--- src/rtl/bsg_tag_serial_tx.sv ---
// bsg_tag_serial_tx: transmit end of the bsg_tag serial protocol.
// Accepts parallel tag packets on a valid/ready handshake and shifts them
// out one bit per clock on tag_en_o/tag_data_o. Frame order: start bit,
// len (LSB first), data_not_reset, node_id (LSB first), payload (LSB first),
// followed by gap_cycles_p idle cycles.
// Optional feature: define BSG_TAG_SERIAL_TX_MASTER_RESET_EN to add the
// master_reset_i input and the MRST state that emits the master reset
// sequence (reset_ones_p ones, then a single zero, all with en=1).
module bsg_tag_serial_tx #(
  parameter int els_p        = 64,
  parameter int lg_width_p   = 4,
  parameter int gap_cycles_p = 2,
  parameter int reset_ones_p = 64,
  // Same result as BSG_SAFE_CLOG2(els_p): never narrower than one bit
  localparam int lg_els_lp   = (els_p <= 1) ? 1 : $clog2(els_p),
  localparam int pay_w_lp    = (1 << lg_width_p) - 1
) (
  input  logic                  clk_i,
  input  logic                  reset_i,
`ifdef BSG_TAG_SERIAL_TX_MASTER_RESET_EN
  input  logic                  master_reset_i,
`endif
  input  logic                  v_i,
  output logic                  ready_o,
  input  logic [lg_els_lp-1:0]  node_id_i,
  input  logic                  data_not_reset_i,
  input  logic [lg_width_p-1:0] len_i,
  input  logic [pay_w_lp-1:0]   payload_i,
  output logic                  tag_en_o,
  output logic                  tag_data_o,
  output logic                  busy_o
);

  // The shared bit counter must hold the largest terminal count of any field
  localparam int max_a_lp   = (pay_w_lp > lg_els_lp) ? pay_w_lp : lg_els_lp;
  localparam int max_b_lp   = (max_a_lp > gap_cycles_p) ? max_a_lp : gap_cycles_p;
  localparam int max_c_lp   = (max_b_lp > reset_ones_p) ? max_b_lp : reset_ones_p;
  localparam int cnt_w_lp   = $clog2(max_c_lp + 2);

  localparam logic [cnt_w_lp-1:0] one_lp       = cnt_w_lp'(1);
  localparam logic [cnt_w_lp-1:0] len_last_lp  = cnt_w_lp'(lg_width_p - 1);
  localparam logic [cnt_w_lp-1:0] node_last_lp = cnt_w_lp'(lg_els_lp - 1);
  localparam logic [cnt_w_lp-1:0] gap_last_lp  = cnt_w_lp'(gap_cycles_p - 1);
`ifdef BSG_TAG_SERIAL_TX_MASTER_RESET_EN
  localparam logic [cnt_w_lp-1:0] ones_last_lp = cnt_w_lp'(reset_ones_p - 1);
  localparam logic [cnt_w_lp-1:0] ones_tail_lp = cnt_w_lp'(reset_ones_p);
`endif

  // The state names the field whose bit is currently on tag_data_o
  typedef enum logic [2:0] {
    S_IDLE  = 3'd0,
    S_START = 3'd1,
    S_LEN   = 3'd2,
    S_DNR   = 3'd3,
    S_NODE  = 3'd4,
    S_PAY   = 3'd5,
    S_GAP   = 3'd6
`ifdef BSG_TAG_SERIAL_TX_MASTER_RESET_EN
    ,S_MRST = 3'd7
`endif
  } state_e;

  state_e                r_state;
  logic [cnt_w_lp-1:0]   r_cnt;
  logic                  r_en;
  logic                  r_data;
  logic                  r_ready;
  logic                  r_busy;
  logic [lg_width_p-1:0] r_len;
  logic [lg_width_p-1:0] r_len_sh;
  logic                  r_dnr;
  logic [lg_els_lp-1:0]  r_node_sh;
  logic [pay_w_lp-1:0]   r_pay_sh;

  logic                  w_accept;
  logic [cnt_w_lp-1:0]   w_pay_last;

`ifdef BSG_TAG_SERIAL_TX_MASTER_RESET_EN
  // A master reset request in IDLE wins over a pending packet
  assign w_accept = v_i & r_ready & ~master_reset_i;
`else
  assign w_accept = v_i & r_ready;
`endif

  // Last payload bit index; only consulted in PAY, where r_len is nonzero
  assign w_pay_last = cnt_w_lp'(r_len) - one_lp;

  // Serializer FSM; every output is a register updated with the state
  always_ff @(posedge clk_i or posedge reset_i) begin
    if (reset_i) begin
      r_state   <= S_GAP;
      r_cnt     <= '0;
      r_en      <= 1'b0;
      r_data    <= 1'b0;
      r_ready   <= 1'b0;
      r_busy    <= 1'b0;
      r_len     <= '0;
      r_len_sh  <= '0;
      r_dnr     <= 1'b0;
      r_node_sh <= '0;
      r_pay_sh  <= '0;
    end else begin
      case (r_state)
        S_IDLE: begin
          r_cnt <= '0;
`ifdef BSG_TAG_SERIAL_TX_MASTER_RESET_EN
          if (master_reset_i) begin
            r_state <= S_MRST;
            r_en    <= 1'b1;
            r_data  <= 1'b1;
            r_ready <= 1'b0;
            r_busy  <= 1'b1;
          end else
`endif
          if (w_accept) begin
            r_len     <= len_i;
            r_len_sh  <= len_i;
            r_dnr     <= data_not_reset_i;
            r_node_sh <= node_id_i;
            r_pay_sh  <= payload_i;
            r_state   <= S_START;
            r_en      <= 1'b1;
            r_data    <= 1'b1;
            r_ready   <= 1'b0;
            r_busy    <= 1'b1;
          end else begin
            r_en    <= 1'b0;
            r_data  <= 1'b0;
            r_ready <= 1'b1;
            r_busy  <= 1'b0;
          end
        end
        S_START: begin
          r_state  <= S_LEN;
          r_cnt    <= '0;
          r_data   <= r_len_sh[0];
          r_len_sh <= r_len_sh >> 1;
        end
        S_LEN: begin
          if (r_cnt == len_last_lp) begin
            r_state <= S_DNR;
            r_cnt   <= '0;
            r_data  <= r_dnr;
          end else begin
            r_cnt    <= r_cnt + one_lp;
            r_data   <= r_len_sh[0];
            r_len_sh <= r_len_sh >> 1;
          end
        end
        S_DNR: begin
          r_state   <= S_NODE;
          r_cnt     <= '0;
          r_data    <= r_node_sh[0];
          r_node_sh <= r_node_sh >> 1;
        end
        S_NODE: begin
          if (r_cnt == node_last_lp) begin
            r_cnt <= '0;
            if (r_len == '0) begin
              r_state <= S_GAP;
              r_en    <= 1'b0;
              r_data  <= 1'b0;
            end else begin
              r_state  <= S_PAY;
              r_data   <= r_pay_sh[0];
              r_pay_sh <= r_pay_sh >> 1;
            end
          end else begin
            r_cnt     <= r_cnt + one_lp;
            r_data    <= r_node_sh[0];
            r_node_sh <= r_node_sh >> 1;
          end
        end
        S_PAY: begin
          if (r_cnt == w_pay_last) begin
            r_state <= S_GAP;
            r_cnt   <= '0;
            r_en    <= 1'b0;
            r_data  <= 1'b0;
          end else begin
            r_cnt    <= r_cnt + one_lp;
            r_data   <= r_pay_sh[0];
            r_pay_sh <= r_pay_sh >> 1;
          end
        end
        S_GAP: begin
          r_en   <= 1'b0;
          r_data <= 1'b0;
          if (r_cnt == gap_last_lp) begin
            r_state <= S_IDLE;
            r_cnt   <= '0;
            r_ready <= 1'b1;
            r_busy  <= 1'b0;
          end else begin
            r_cnt   <= r_cnt + one_lp;
            r_ready <= 1'b0;
            r_busy  <= 1'b1;
          end
        end
`ifdef BSG_TAG_SERIAL_TX_MASTER_RESET_EN
        S_MRST: begin
          if (r_cnt == ones_tail_lp) begin
            r_state <= S_GAP;
            r_cnt   <= '0;
            r_en    <= 1'b0;
            r_data  <= 1'b0;
          end else if (r_cnt == ones_last_lp) begin
            r_cnt  <= r_cnt + one_lp;
            r_data <= 1'b0;
          end else begin
            r_cnt  <= r_cnt + one_lp;
            r_data <= 1'b1;
          end
        end
`endif
        default: begin
          r_state <= S_GAP;
          r_cnt   <= '0;
          r_en    <= 1'b0;
          r_data  <= 1'b0;
          r_ready <= 1'b0;
          r_busy  <= 1'b1;
        end
      endcase
    end
  end

  assign ready_o    = r_ready;
  assign tag_en_o   = r_en;
  assign tag_data_o = r_data;
  assign busy_o     = r_busy;

endmodule
--- config.mk ---
export PLATFORM = sky130hd
export DESIGN_NAME = bsg_tag_serial_tx
export DESIGN_NICKNAME = d
export VERILOG_FILES = /design/src/rtl/bsg_tag_serial_tx.sv
export SDC_FILE = /design/constraint.sdc
export NUM_CORES = 1
export LEC_CHECK = 0
export CAP_MARGIN = 20
export CORE_UTILIZATION = 41
export DETAILED_ROUTE_END_ITERATION = 10
export PLACE_DENSITY = 0.72
export SYNTH_ARGS = -nofsm -noshare
export SYNTH_HDL_FRONTEND = slang
export SYNTH_SLANG_ARGS = --single-unit
--- constraint.sdc ---
create_clock -name clk_i -period 2.8 [get_ports clk_i]
set_input_delay 0.42 -clock clk_i [delete_from_list [all_inputs] [get_ports clk_i]]
set_output_delay 0.42 -clock clk_i [all_outputs]
set_load 0.01 [all_outputs]
==> flow_metrics.tcl <==
set metrics [dict create \
    die_h_um 79.5 \
    floorplan.die_area_um2 6320 \
    timing_hold_violations_final 0 \
    viasPerCell 5.35 \
    final_cell_mix "sky130_fd_sc_hd__dfrtp_1, sky130_fd_sc_hd__clkdlybuf4s50_1, sky130_fd_sc_hd__mux2_2" \
    critPathLaunchType "register" \
    gp_routability_congestion 0.855 \
    pin_count_of_the_biggest_net_entering_global_routing 45 \
    drv_cap 0 \
    rsz_0062_raised_after_global_routing "false" \
    wirelength_mm 4.81 \
    grt_overflow 0 \
    cp_max_fo 15 \
    worst_hold_path_type "register to register" \
    final_layout_size_suffix_gt1_share_pct 23.2 \
    clock_pin_transition_on_the_worst_setup_and_hold_timing_paths_ns 0.09 \
    place.detailed.hpwl_mm 3.31 \
    port_buffers 32 \
    post-route-worst-setup-slack_ns 0.295 \
    cts_resized 0 \
    dieWidth_um 79.5 \
    worst-endpoint-required_ns 2.99 \
    initialDrtViolationCount 100 \
    worst-endpoint-arrival_ns 2.70 \
    grtUsageMet2_pct 26.7 \
    grt_usage_pct 16.9 \
    synth.net_count 258 \
    placement_rows 27 \
    commonest_non_fill_non_tap_cell_in_the_layout "sky130_fd_sc_hd__dfrtp_1" \
    synth_edf_count 0 \
    antenna_left 0 \
    synthToLayoutAreaGrowth_pct 21.3 \
    synth.yosys.seq_area_share_pct 44.8 \
    peak_per_stage_delay_on_the_critical_path_ns 0.47 \
    cpMaxStageDelayCell "sky130_fd_sc_hd__nor4_4" \
    core_region_area_um2 5640 \
    crit_path_cell_trace "inv_1, ha_1, nor3b_1, mux2_4, nor4_4, a211oi_4, buf_12, mux2_4" \
    path_class "register to register" \
    ys_ff_latch 44 \
    drc 0 \
    num_vias 1770 \
    max_freq_mhz 399 \
    synth_top_flop_cell "sky130_fd_sc_hd__dfrtp_1" \
    final_nets 291 \
    worst_slew_margin_rel_pct 52.3 \
    htreeDepth 2 \
    grt_antenna_before_repair 0 \
    first_pass_grt_wire_length_mm 8.22 \
    yosysWarningCount 0 \
    bufs_and_invs_on_worst_path 2 \
    placement.setup.worst_slack_ns 0.164 \
    top_level_pins 33 \
    drtPass1Iterations 4 \
    tritoncts "yes" \
    p_leak_nw 1.27 \
    final_critical_path_share_of_the_clock_period_pct 89.5 \
    crit_top_cell "sky130_fd_sc_hd__mux2_4" \
    number_of_distinct_library_cells_after_synthesis 41 \
    timing.critical_path.to_type "register" \
    clock-root-buffer "sky130_fd_sc_hd__clkbuf_8" \
    grt_util_met3_pct 3.43 \
    netlist_area_um2 2460 \
    globalRoute.busiestLayer "met2" \
    report.final.setup_viol 0 \
    pwr_density_cell_nw_per_um2 1090 \
    gr-usage-met1_pct 22.3 \
    vdd.ir_drop.worst_mv 0.422 \
    period_needed_ns 2.51 \
    ctsHoldBuffers 0 \
    ctsLongestPathBuffers 2 \
    insertedDiodeCount 0 \
    aggregate_negative_setup_slack_ns 0 \
    drv_slew 0 \
    path_delay_family "simple AND/OR/NAND/NOR gates" \
    syn_area_per_cell_um2 10.9 \
    tritoncts_num_sinks 44 \
    status "finished, final reports clean" \
    worst_pin_slew_ns 0.715 \
    route.detailed.wl_per_inst_um 14.5 \
    first_global_vias 1747 \
    syn_inst 225 \
    totalPowerFinal_w 0.00324 \
    numCtsBuffers 5 \
    clock_latency_late_sink_ns 0.30 \
    synth-async-reset-ratio_pct 100 \
    start_util_pct 43.6 \
    final.setup_skew_ns 0.00580 \
]
## worst register-to-register path: stages (launching register included)
cell                       delay (ns)
sky130_fd_sc_hd__dfrtp_1         0.41
sky130_fd_sc_hd__inv_1           0.11
sky130_fd_sc_hd__ha_1            0.19
sky130_fd_sc_hd__nor3b_1         0.25
sky130_fd_sc_hd__mux2_4          0.34
sky130_fd_sc_hd__nor4_4          0.47
sky130_fd_sc_hd__a211oi_4        0.14
sky130_fd_sc_hd__buf_12          0.18
sky130_fd_sc_hd__mux2_4          0.31
## cell families (layout without fill, tap and decap cells)
group,after synthesis,after routing,share of synthesized area (%)
muxes,47,47,22.6
DFF,44,44,44.8
adders and majority gates,4,4,2.03
AOI/OAI and AO/OA,36,36,10.1
and+or+nand+nor,62,62,12.7
xor gates and xnor gates,12,12,4.27
buffers and inverters,20,54,3.46
## state kept, by name (all words and copies together) (netlist names), named ones only
signal      count
tag_data_o      1
r_len_sh        4
r_state         2
r_pay_sh       15
r_dnr           1
tag_en_o        1
r_cnt           7
r_node_sh       6
r_len           4
ready_o         1
busy_o          1
## synth_stat cells, types with 2 or more instances
cell type / number / area share, %
sky130_fd_sc_hd__a21o_1: 3 / 0.92
sky130_fd_sc_hd__a21oi_1: 3 / 0.61
sky130_fd_sc_hd__a31oi_1: 3 / 0.76
sky130_fd_sc_hd__a32oi_1: 2 / 0.71
sky130_fd_sc_hd__and2_1: 2 / 0.51
sky130_fd_sc_hd__and3_1: 2 / 0.51
sky130_fd_sc_hd__buf_2: 2 / 0.41
sky130_fd_sc_hd__clkbuf_1: 9 / 1.4
sky130_fd_sc_hd__dfrtp_1: 42 / 43
sky130_fd_sc_hd__dfstp_2: 2 / 2.1
sky130_fd_sc_hd__ha_1: 4 / 2.0
sky130_fd_sc_hd__inv_1: 8 / 1.2
sky130_fd_sc_hd__mux2_2: 29 / 13
sky130_fd_sc_hd__mux2_4: 10 / 6.1
sky130_fd_sc_hd__mux2i_1: 8 / 3.3
sky130_fd_sc_hd__nand2_1: 20 / 3.1
sky130_fd_sc_hd__nand2b_1: 6 / 1.5
sky130_fd_sc_hd__nand3_1: 5 / 1.0
sky130_fd_sc_hd__nor2_1: 14 / 2.1
sky130_fd_sc_hd__nor3_1: 4 / 0.81
sky130_fd_sc_hd__nor3b_1: 2 / 0.61
sky130_fd_sc_hd__o211ai_1: 3 / 0.92
sky130_fd_sc_hd__o21ai_0: 11 / 2.2
sky130_fd_sc_hd__o22a_1: 2 / 0.71
sky130_fd_sc_hd__o22ai_1: 2 / 0.51
sky130_fd_sc_hd__or2_2: 2 / 0.51
sky130_fd_sc_hd__xnor2_1: 7 / 2.5
sky130_fd_sc_hd__xor2_1: 5 / 1.8
## metal layers
layer  vias up  part of all wire (%)
met2        38                    48
met3        12                   3.2
met4         0                   2.1
met1       861                    47
li1        859                     -
met5         -                     0
## cell type report
cell class                      instances  area, um^2
Tap cell                               72        90.1
Inverter                                8        30.0
Sequential cell                        44        1100
Multi-Input combinational cell        161        1270
Clock inverter                          3        42.5
Timing Repair Buffer                   38         378
Clock buffer                            5        68.8
Fill cell                             500        2660
## where the power goes
part | switching (W) | internal, W
clock network | 0.000225 | 0.000264
logic | 0.000726 | 0.000867
registers | 0.000228 | 0.000931
total | 0.00118 | 0.00206
## per-stage QoR
stage	util, %	cell area, um^2	hold slack [ns]	instances
final	52.9	2990	0.485	331
after floorplan	-	2460	0.445	225
after detailed placement	50.6	2850	0.466	322
after global routing	52.9	2990	0.509	331
after global placement	50.6	2850	0.459	322
after CTS	52.6	2970	0.485	330
## final timing paths
kind	start	to	slack, ns	cells after the start
hold / removal	r_pay_sh[0]	tag_data_o	0.48	1
min in group asynchronous	reset_i	r_cnt[5]	0.56	3
hold reg to reg	r_pay_sh[0]	tag_data_o	0.48	1
max in group asynchronous	reset_i	r_state[1]	1.86	3
setup reg to reg	r_len[0]	r_pay_sh[8]	0.29	8
setup / recovery	r_len[0]	r_pay_sh[8]	0.29	8
## repair_timing
item	CTS	global route
setup buffers	0	1
setup endpoints to repair	0	5
endpoints found under the hold margin	0	0
(Power assumes the default switching activity.)
